==> src/rtl/kronos_counter_csr.sv <==
// CSR access unit for the 64b cycle/instret counters: waits for the addressed
// counter to settle, returns the old 32b half, then pulses a one-cycle load.
module kronos_counter_csr #(
    parameter bit EN_COUNTERS    = 1'b1,
    parameter bit EN_COUNTERS64B = 1'b1
) (
    input  logic        clk,
    input  logic        rst,
    input  logic        req_vld,
    output logic        req_rdy,
    input  logic [11:0] req_addr,
    input  logic [1:0]  req_op,
    input  logic [31:0] req_wdata,
    output logic        rsp_vld,
    input  logic        rsp_rdy,
    output logic [31:0] rsp_rdata,
    output logic        rsp_err,
    input  logic [63:0] cycle_count,
    input  logic        cycle_vld,
    input  logic [63:0] instret_count,
    input  logic        instret_vld,
    output logic [31:0] load_data,
    output logic        cycle_load_low,
    output logic        cycle_load_high,
    output logic        instret_load_low,
    output logic        instret_load_high
);

    localparam logic [1:0] OP_READ  = 2'd0;
    localparam logic [1:0] OP_WRITE = 2'd1;
    localparam logic [1:0] OP_SET   = 2'd2;
    localparam logic [1:0] OP_CLEAR = 2'd3;

    typedef enum logic [1:0] {
        ST_IDLE = 2'd0,
        ST_WAIT = 2'd1,
        ST_LOAD = 2'd2,
        ST_RESP = 2'd3
    } state_t;

    state_t      state_r;
    logic [11:0] addr_r;
    logic [1:0]  op_r;
    logic [31:0] wdata_r;

    logic        legal_s;
    logic        ro_s;
    logic        high_s;
    logic        inst_s;
    logic        present_s;
    logic [63:0] cnt_s;
    logic        vld_s;
    logic [31:0] old_s;
    logic [31:0] new_s;
    logic        eff_write_s;
    logic        err_s;
    logic        ready_s;
    logic        do_load_s;

    // Address decode of the captured request
    always_comb begin
        legal_s = 1'b0;
        ro_s    = 1'b0;
        high_s  = 1'b0;
        inst_s  = 1'b0;
        case (addr_r)
            12'hB00: begin legal_s = 1'b1; end
            12'hB80: begin legal_s = 1'b1; high_s = 1'b1; end
            12'hB02: begin legal_s = 1'b1; inst_s = 1'b1; end
            12'hB82: begin legal_s = 1'b1; high_s = 1'b1; inst_s = 1'b1; end
            12'hC00: begin legal_s = 1'b1; ro_s = 1'b1; end
            12'hC80: begin legal_s = 1'b1; ro_s = 1'b1; high_s = 1'b1; end
            12'hC02: begin legal_s = 1'b1; ro_s = 1'b1; inst_s = 1'b1; end
            12'hC82: begin legal_s = 1'b1; ro_s = 1'b1; high_s = 1'b1; inst_s = 1'b1; end
            default: begin legal_s = 1'b0; end
        endcase
    end

    // Old/new value, error and load decision for the captured request
    always_comb begin
        // An absent counter half has nothing to wait for and reads as zero
        present_s = EN_COUNTERS && (!high_s || EN_COUNTERS64B);
        if (inst_s) begin
            cnt_s = instret_count;
            vld_s = instret_vld;
        end else begin
            cnt_s = cycle_count;
            vld_s = cycle_vld;
        end
        if (present_s) begin
            old_s = high_s ? cnt_s[63:32] : cnt_s[31:0];
        end else begin
            old_s = 32'd0;
        end
        eff_write_s = (op_r == OP_WRITE) || ((op_r != OP_READ) && (wdata_r != 32'd0));
        err_s       = !legal_s || (ro_s && eff_write_s);
        ready_s     = !legal_s || !present_s || vld_s;
        do_load_s   = !err_s && eff_write_s && present_s;
        case (op_r)
            OP_WRITE: new_s = wdata_r;
            OP_SET:   new_s = old_s | wdata_r;
            OP_CLEAR: new_s = old_s & ~wdata_r;
            default:  new_s = old_s;
        endcase
    end

    // Request FSM with registered handshake, response and load outputs
    always_ff @(posedge clk) begin
        if (rst) begin
            state_r           <= ST_IDLE;
            addr_r            <= 12'd0;
            op_r              <= 2'd0;
            wdata_r           <= 32'd0;
            req_rdy           <= 1'b1;
            rsp_vld           <= 1'b0;
            rsp_rdata         <= 32'd0;
            rsp_err           <= 1'b0;
            load_data         <= 32'd0;
            cycle_load_low    <= 1'b0;
            cycle_load_high   <= 1'b0;
            instret_load_low  <= 1'b0;
            instret_load_high <= 1'b0;
        end else begin
            case (state_r)
                ST_IDLE: begin
                    if (req_vld && req_rdy) begin
                        addr_r  <= req_addr;
                        op_r    <= req_op;
                        wdata_r <= req_wdata;
                        req_rdy <= 1'b0;
                        state_r <= ST_WAIT;
                    end
                end
                ST_WAIT: begin
                    if (ready_s) begin
                        rsp_rdata <= err_s ? 32'd0 : old_s;
                        rsp_err   <= err_s;
                        if (do_load_s) begin
                            load_data         <= new_s;
                            cycle_load_low    <= !inst_s && !high_s;
                            cycle_load_high   <= !inst_s && high_s;
                            instret_load_low  <= inst_s && !high_s;
                            instret_load_high <= inst_s && high_s;
                            state_r           <= ST_LOAD;
                        end else begin
                            rsp_vld <= 1'b1;
                            state_r <= ST_RESP;
                        end
                    end
                end
                ST_LOAD: begin
                    cycle_load_low    <= 1'b0;
                    cycle_load_high   <= 1'b0;
                    instret_load_low  <= 1'b0;
                    instret_load_high <= 1'b0;
                    rsp_vld           <= 1'b1;
                    state_r           <= ST_RESP;
                end
                ST_RESP: begin
                    if (rsp_rdy) begin
                        rsp_vld <= 1'b0;
                        req_rdy <= 1'b1;
                        state_r <= ST_IDLE;
                    end
                end
                default: begin
                    state_r           <= ST_IDLE;
                    req_rdy           <= 1'b1;
                    rsp_vld           <= 1'b0;
                    cycle_load_low    <= 1'b0;
                    cycle_load_high   <= 1'b0;
                    instret_load_low  <= 1'b0;
                    instret_load_high <= 1'b0;
                end
            endcase
        end
    end

endmodule

==> config.mk <==
export PLATFORM = sky130hd
export DESIGN_NAME = kronos_counter_csr
export DESIGN_NICKNAME = d
export VERILOG_FILES = /design/src/rtl/kronos_counter_csr.sv
export SDC_FILE = /design/constraint.sdc
export NUM_CORES = 1
export LEC_CHECK = 0
export CORE_UTILIZATION = 47
export DETAILED_ROUTE_END_ITERATION = 12
export PLACE_DENSITY = 0.86
export SYNTH_ARGS = -nofsm -noshare
export SYNTH_HDL_FRONTEND = slang
export SYNTH_SLANG_ARGS = --single-unit
==> constraint.sdc <==
create_clock -name clk -period 5.42 [get_ports clk]
set_input_delay 1.355 -clock clk [delete_from_list [all_inputs] [get_ports clk]]
set_output_delay 1.355 -clock clk [all_outputs]
set_load 0.02 [all_outputs]
==> flow_metrics.tcl, run 1 <==
set metrics [dict create \
    ys_warn_count 0 \
    required_ns 5.76 \
    grt_max_degree 85 \
    cts_hold_buf 0 \
    switching_share_pct 33.5 \
    tightest_slew_ns 1.24 \
    hold_violations 0 \
    first_iter_violations 821 \
    maxClockFrequency_mhz 320 \
    skew_ns 0.0113 \
    power.leakage_uw 0.00346 \
    end_kind "register" \
    cts.path.max_buffers 2 \
    clkSlewWorstSetupHoldPaths_ns 0.05 \
    min_period_ns 3.13 \
    num-fill-cells 1025 \
    synth_cell_types 44 \
    ios 251 \
    drtAntennaViolNets 0 \
    r2r-start "wdata_r[5]" \
    final-instance-count-excl-fill 1168 \
    fin_nets 1166 \
    hpwlAfterDp_um 15400 \
    finish.utilization_pct 73.1 \
    clock-sinks 119 \
    initial_core_util_pct 48.6 \
    cts-root-buf "clkbuf_16" \
    cts_max_level 4 \
    slew_viol_final 0 \
    vias 6937 \
    overflow 0 \
    cts_setup_buffers 0 \
    drv_cap 0 \
    power_density_nw_per_um2 323 \
    grt_setup_unrepaired "false" \
    dp.cells 1135 \
    status "complete, no violations" \
    ys_ff_latch 119 \
    cts_resized 0 \
    ff2ff_path_depth 6 \
    tritoncts "yes" \
    yosysTopAreaCell "dfxtp_1" \
    crit_fanout 32 \
    clockPowerShare_pct 36.3 \
    netlist_top_cells_count "nand2_1 (139), nand3_1 (121), dfxtp_1 (119)" \
    antenna_found_initial 1 \
    routabilityCongestion 0.921 \
    wirelength_um 22100 \
    synth_edf_count 0 \
    hold_class "register to register" \
    irDropWorstVdd_mv 0.192 \
    regToRegEndpoint "rsp_rdata[25]" \
    num_rows 41 \
    firstDrtPassIters 8 \
    syn_to_final_growth_pct 50.4 \
    die_area_um2 13600 \
    setup_tns_ns 0 \
    syn_nets 957 \
    grt_pass1_wl_um 32100 \
    startpoint_type "primary input" \
    async_flop_share_pct 0 \
    fin_crit_sh_pct 57.7 \
    hold_end "load_data[31]" \
    crit_arrival_ns 3.47 \
    grtUsageTotal_pct 31.0 \
    synthCells 773 \
    critPathKind "primary input to register" \
    dieHeight_um 117 \
    coreArea_um2 12700 \
    drc_errors 0 \
    yosysTopAreaCellShare_pct 38.5 \
    seq_power_share_pct 34.7 \
    clk_latency_ns 0.40 \
    reg2reg_slack_ns 2.37 \
    grt_pass1_vias 5948 \
    drive_above_1_share_pct 8.84 \
    synth_area_leaders "dfxtp_1 (39%), nand3_1 (9.8%), nand2_1 (8.4%), a32oi_1 (8.1%), mux2_2 (5.8%)" \
    cts_made_buffers 17 \
    synth_flop_cell "dfxtp_1" \
    netlist_area_um2 6190 \
    avgSynthCellArea_um2 8.00 \
    hp-start "load_data[31]" \
    relSlewSlack_pct 17.5 \
    die_w_um 117 \
    p_sw_uw 1010 \
    io_buffers 250 \
    combPwrFrac_pct 29.1 \
    avgViaCountPerCell 5.94 \
    hold_depth 2 \
    synth_most_common_cell "nand2_1" \
    ys_seq_area_share_pct 38.5 \
    wl_per_cell_um 18.9 \
    setup_viol 0 \
    internal_power_uw 2000 \
]
==> sequential cells by signal, summed over array words and instances, names as in the netlist <==
register and flops:
addr_r 12, cycle_load_high 1, cycle_load_low 1, instret_load_high 1
instret_load_low 1, load_data 32, op_r 2, req_rdy 1
rsp_err 1, rsp_rdata 32, rsp_vld 1, state_r 2
wdata_r 32
==> worst max-delay path by stage <==
stage	slack (ns)	start	end	depth (start not counted)
floorplan	2.62	instret_vld	instret_load_low	6
global placement	1.99	cycle_vld	load_data[31]	7
detailed placement	1.88	cycle_vld	rsp_rdata[13]	5
CTS	2.31	cycle_vld	rsp_rdata[13]	5
global route	2.15	cycle_vld	load_data[31]	7
finish	2.29	cycle_vld	rsp_rdata[25]	5
==> stage by stage <==
stage / worst slack [ns] / total power (uW) / hold slack (ns) / area, um^2
6_report: 2.29 / 3000 / 0.445 / 9310
5_1_grt: 2.15 / 3140 / 0.458 / 9310
4_1_cts: 2.31 / 3000 / 0.443 / 9300
3_5_place_dp: 1.88 / 1920 / 0.436 / 8720
3_3_place_gp: 1.99 / 1900 / 0.435 / 8720
2_1_floorplan: 2.62 / 1580 / 0.436 / 6190
==> cells in the final DEF, fill, tap and decap left out, types with 6 or more instances in the layout <==
cell type | synthesis | layout
a22o_1 | 32 | 32
nor2_1 | 8 | 6
buf_4 | 0 | 14
a21oi_1 | 58 | 58
nor2b_1 | 29 | 29
inv_1 | 7 | 7
nand2_1 | 139 | 139
o21ai_1 | 11 | 11
nor4_1 | 6 | 6
clkbuf_16 | 0 | 17
mux2_2 | 32 | 32
xor2_1 | 6 | 6
nand3_1 | 121 | 121
o211ai_1 | 28 | 28
clkdlybuf4s50_1 | 0 | 249
dfxtp_1 | 119 | 119
a32oi_1 | 57 | 57
==> power by group through the flow <==
stage | combinational, uW | sequential, uW | clock (uW)
2_1_floorplan | 535 | 1050 | 0
3_3_place_gp | 844 | 1050 | 0
3_5_place_dp | 858 | 1060 | 0
4_1_cts | 865 | 1040 | 1100
5_1_grt | 946 | 1050 | 1140
6_report | 872 | 1040 | 1090
==> kinds of logic (layout without fill, tap and decap cells) <==
kind of cell | after synthesis | after routing | synth area share (%)
and+or+nand+nor | 327 | 327 | 25.0
xor gates and xnor gates | 6 | 6 | 0.849
muxes | 34 | 34 | 6.15
adders and majority gates | 4 | 4 | 0.809
buffers and inverters | 82 | 304 | 5.22
other | 0 | 1 | 0
AOI/OAI and AO/OA | 201 | 201 | 23.5
DFF | 119 | 119 | 38.5
==> routing by layer <==
metal / global-route usage [%] / share of wire, % / vias up
li1: - / - / 3276
met1: 42.5 / 42 / 3243
met2: 46.4 / 44 / 373
met3: 6.38 / 9.9 / 45
met4: 15.2 / 3.6 / 0
met5: 0 / 0 / -
==> critical path, stage by stage <==
cell and delay (ns):
clkdlybuf4s50_1 0.48, mux2_2 0.23, nand4_1 0.16, nor2_2 0.98, a22o_1 0.26
==> cell type report <==
cell class	count	area (um^2)	share of cell area, %
antenna	1	2.50	0.0269
clock buffer	17	425	4.57
clock inverter	15	155	1.67
inverter	8	30.0	0.323
multi-input combinational	572	3490	37.5
sequential	119	2380	25.6
tap	172	215	2.31
timing repair buffer	264	2600	28.0
Note: power is estimated with default switching activity, not from simulation.
==> inputs of run 2 (changes only) <==
--- a/config.mk
+++ b/config.mk
@@ -5,9 +5,9 @@
 export SDC_FILE = /design/constraint.sdc
 export NUM_CORES = 1
 export LEC_CHECK = 0
-export CORE_UTILIZATION = 47
+export CORE_UTILIZATION = 40
 export DETAILED_ROUTE_END_ITERATION = 12
-export PLACE_DENSITY = 0.86
+export PLACE_DENSITY = 0.78
 export SYNTH_ARGS = -nofsm -noshare
 export SYNTH_HDL_FRONTEND = slang
 export SYNTH_SLANG_ARGS = --single-unit
==> constraint.sdc (replaced) <==
create_clock -name clk -period 2.8 [get_ports clk]
set_input_delay 0.7 -clock clk [delete_from_list [all_inputs] [get_ports clk]]
set_output_delay 0.7 -clock clk [all_outputs]
set_load 0.02 [all_outputs]
==> run 2 against run 1 <==
  * Flip-flop and latch count did not move
  * Register-to-register slack worse by 1.9 ns
  * Die area increased by 17%
  * Critical path depth did not move
  * Utilization decreased by 11 points
  * Clock skew decreased by 0.0014 ns
  * Clock power is 110% higher
  * Wire length grew 3.3%
  * Global-route usage shrank 3.2 points
  * Setup slack got worse by 1.8 ns
  * Cell area increased by 1.7%
  * Critical endpoint is now instret_load_low
==> flow_metrics.tcl, run 2 (synthesized netlist as in run 1, its figures left out) <==
set metrics [dict create \
    cts_resized 0 \
    first_iter_violations 672 \
    top_layer_used "met4" \
    vias 6968 \
    cts_setup_buffers 0 \
    final_cell_mix "clkdlybuf4s50_1 (249), nand2_1 (139), nand3_1 (121), dfxtp_1 (119), a21oi_1 (58)" \
    route.met2.wl_um 10400 \
    tritoncts "yes" \
    tightest_slew_ns 1.19 \
    crit_fanout 8 \
    cts_hold_buf 0 \
    die_w_um 126 \
    startpoint_type "register" \
    grt_max_degree 85 \
    grt_pass1_wl_um 34700 \
    maxClockFrequency_mhz 424 \
    routabilityCongestion 0.941 \
    finish.utilization_pct 62.5 \
    grt_pass1_vias 6355 \
    min_period_ns 2.36 \
    initial_core_util_pct 40.9 \
    final-instance-count-excl-fill 1189 \
    hold_violations 0 \
    multi_input_area_um2 3490 \
    io_buffers 250 \
    syn_to_final_growth_pct 52.9 \
    placed_area_um2 8830 \
    skew_ns 0.00982 \
    cts.path.max_buffers 2 \
    power_density_nw_per_um2 641 \
    ios 251 \
    slew_viol_final 0 \
    critPathLaunch "addr_r[10]" \
    fin_nets 1173 \
    cts-root-buf "clkbuf_16" \
    antenna_found_initial 0 \
    clkSlewWorstSetupHoldPaths_ns 0.05 \
    dieHeight_um 126 \
    wl_met1_um 10000 \
    wirelength_um 22800 \
    setup_tns_ns 0 \
    drc_errors 0 \
    hold_class "register to register" \
    fin_crit_sh_pct 84.1 \
    final_area_um2 9460 \
    drtAntennaViolNets 0 \
    die_area_um2 16000 \
    crit_arrival_ns 2.69 \
    cts_made_buffers 17 \
    setup_viol 0 \
    wl_per_cell_um 19.2 \
    r2r-start "addr_r[10]" \
    grtUsageTotal_pct 27.8 \
    drv_cap 0 \
    status "complete, no violations" \
    relSlewSlack_pct 20.8 \
    seq_area_um2 2380 \
    hpwlAfterDp_um 16200 \
    dp.cells 1158 \
    drive_above_1_share_pct 9.29 \
    cts_max_level 4 \
    irDropWorstVdd_mv 0.348 \
    top_regs "load_data: 32 flops, rsp_rdata: 32 flops, wdata_r: 32 flops" \
    num_rows 45 \
    num-fill-cells 1317 \
    firstDrtPassIters 5 \
    coreArea_um2 15100 \
    antennaDiodeCount 0 \
    grt_setup_unrepaired "false" \
    end_kind "register" \
    critPathKind "register to register" \
    clock-sinks 119 \
    required_ns 3.14 \
    clk_latency_ns 0.41 \
    avgViaCountPerCell 5.86 \
    final_common_cell "clkdlybuf4s50_1" \
    hp-start "load_data[30]" \
    power.leakage_uw 0.00352 \
    overflow 0 \
    wl_met3_um 1760 \
]
## run 2: area by class of cell
class	count	share of cell area, %
sequential	119	25.2
multi-input combinational	572	36.9
clock inverter	11	1.84
inverter	8	0.317
clock buffer	20	4.83
tap	188	2.49
timing repair buffer	271	28.5
## run 2: worst max-delay path, stage by stage, from the launching register on
cell	delay (ns)
dfxtp_1	0.36
nor3b_1	0.32
o211ai_1	0.24
or4_1	0.72
or4_1	0.51
a21oi_1	0.14
## run 2: metal layers
layer  GRT usage [%]  up-vias
li1                -     3294
met1            37.3     3286
met2            43.7      344
met3            6.37       44
met4            10.1        0
met5               0        -
## run 2: per-stage QoR
step / power (uW) / hold slack [ns] / worst slack [ns]
3_3_place_gp: 3740 / 0.426 / 0.176
4_1_cts: 6070 / 0.450 / 0.477
2_1_floorplan: 3070 / 0.436 / 0.656
3_5_place_dp: 3760 / 0.436 / 0.155
6_report: 6070 / 0.447 / 0.444
5_1_grt: 6340 / 0.464 / 0.342
## run 2: power breakdown
group          internal, uW  switching (uW)
Combinational           731             995
Sequential             1850             177
Clock                  1530             781
## run 2: final timing paths
path / endpoint / slack [ns] / cells after the start
worst max-delay path: instret_load_low / 0.44 / 5
worst min-delay path: load_data[30] / 0.45 / 2
worst max register to register: instret_load_low / 0.44 / 5
worst min register to register: load_data[30] / 0.45 / 2
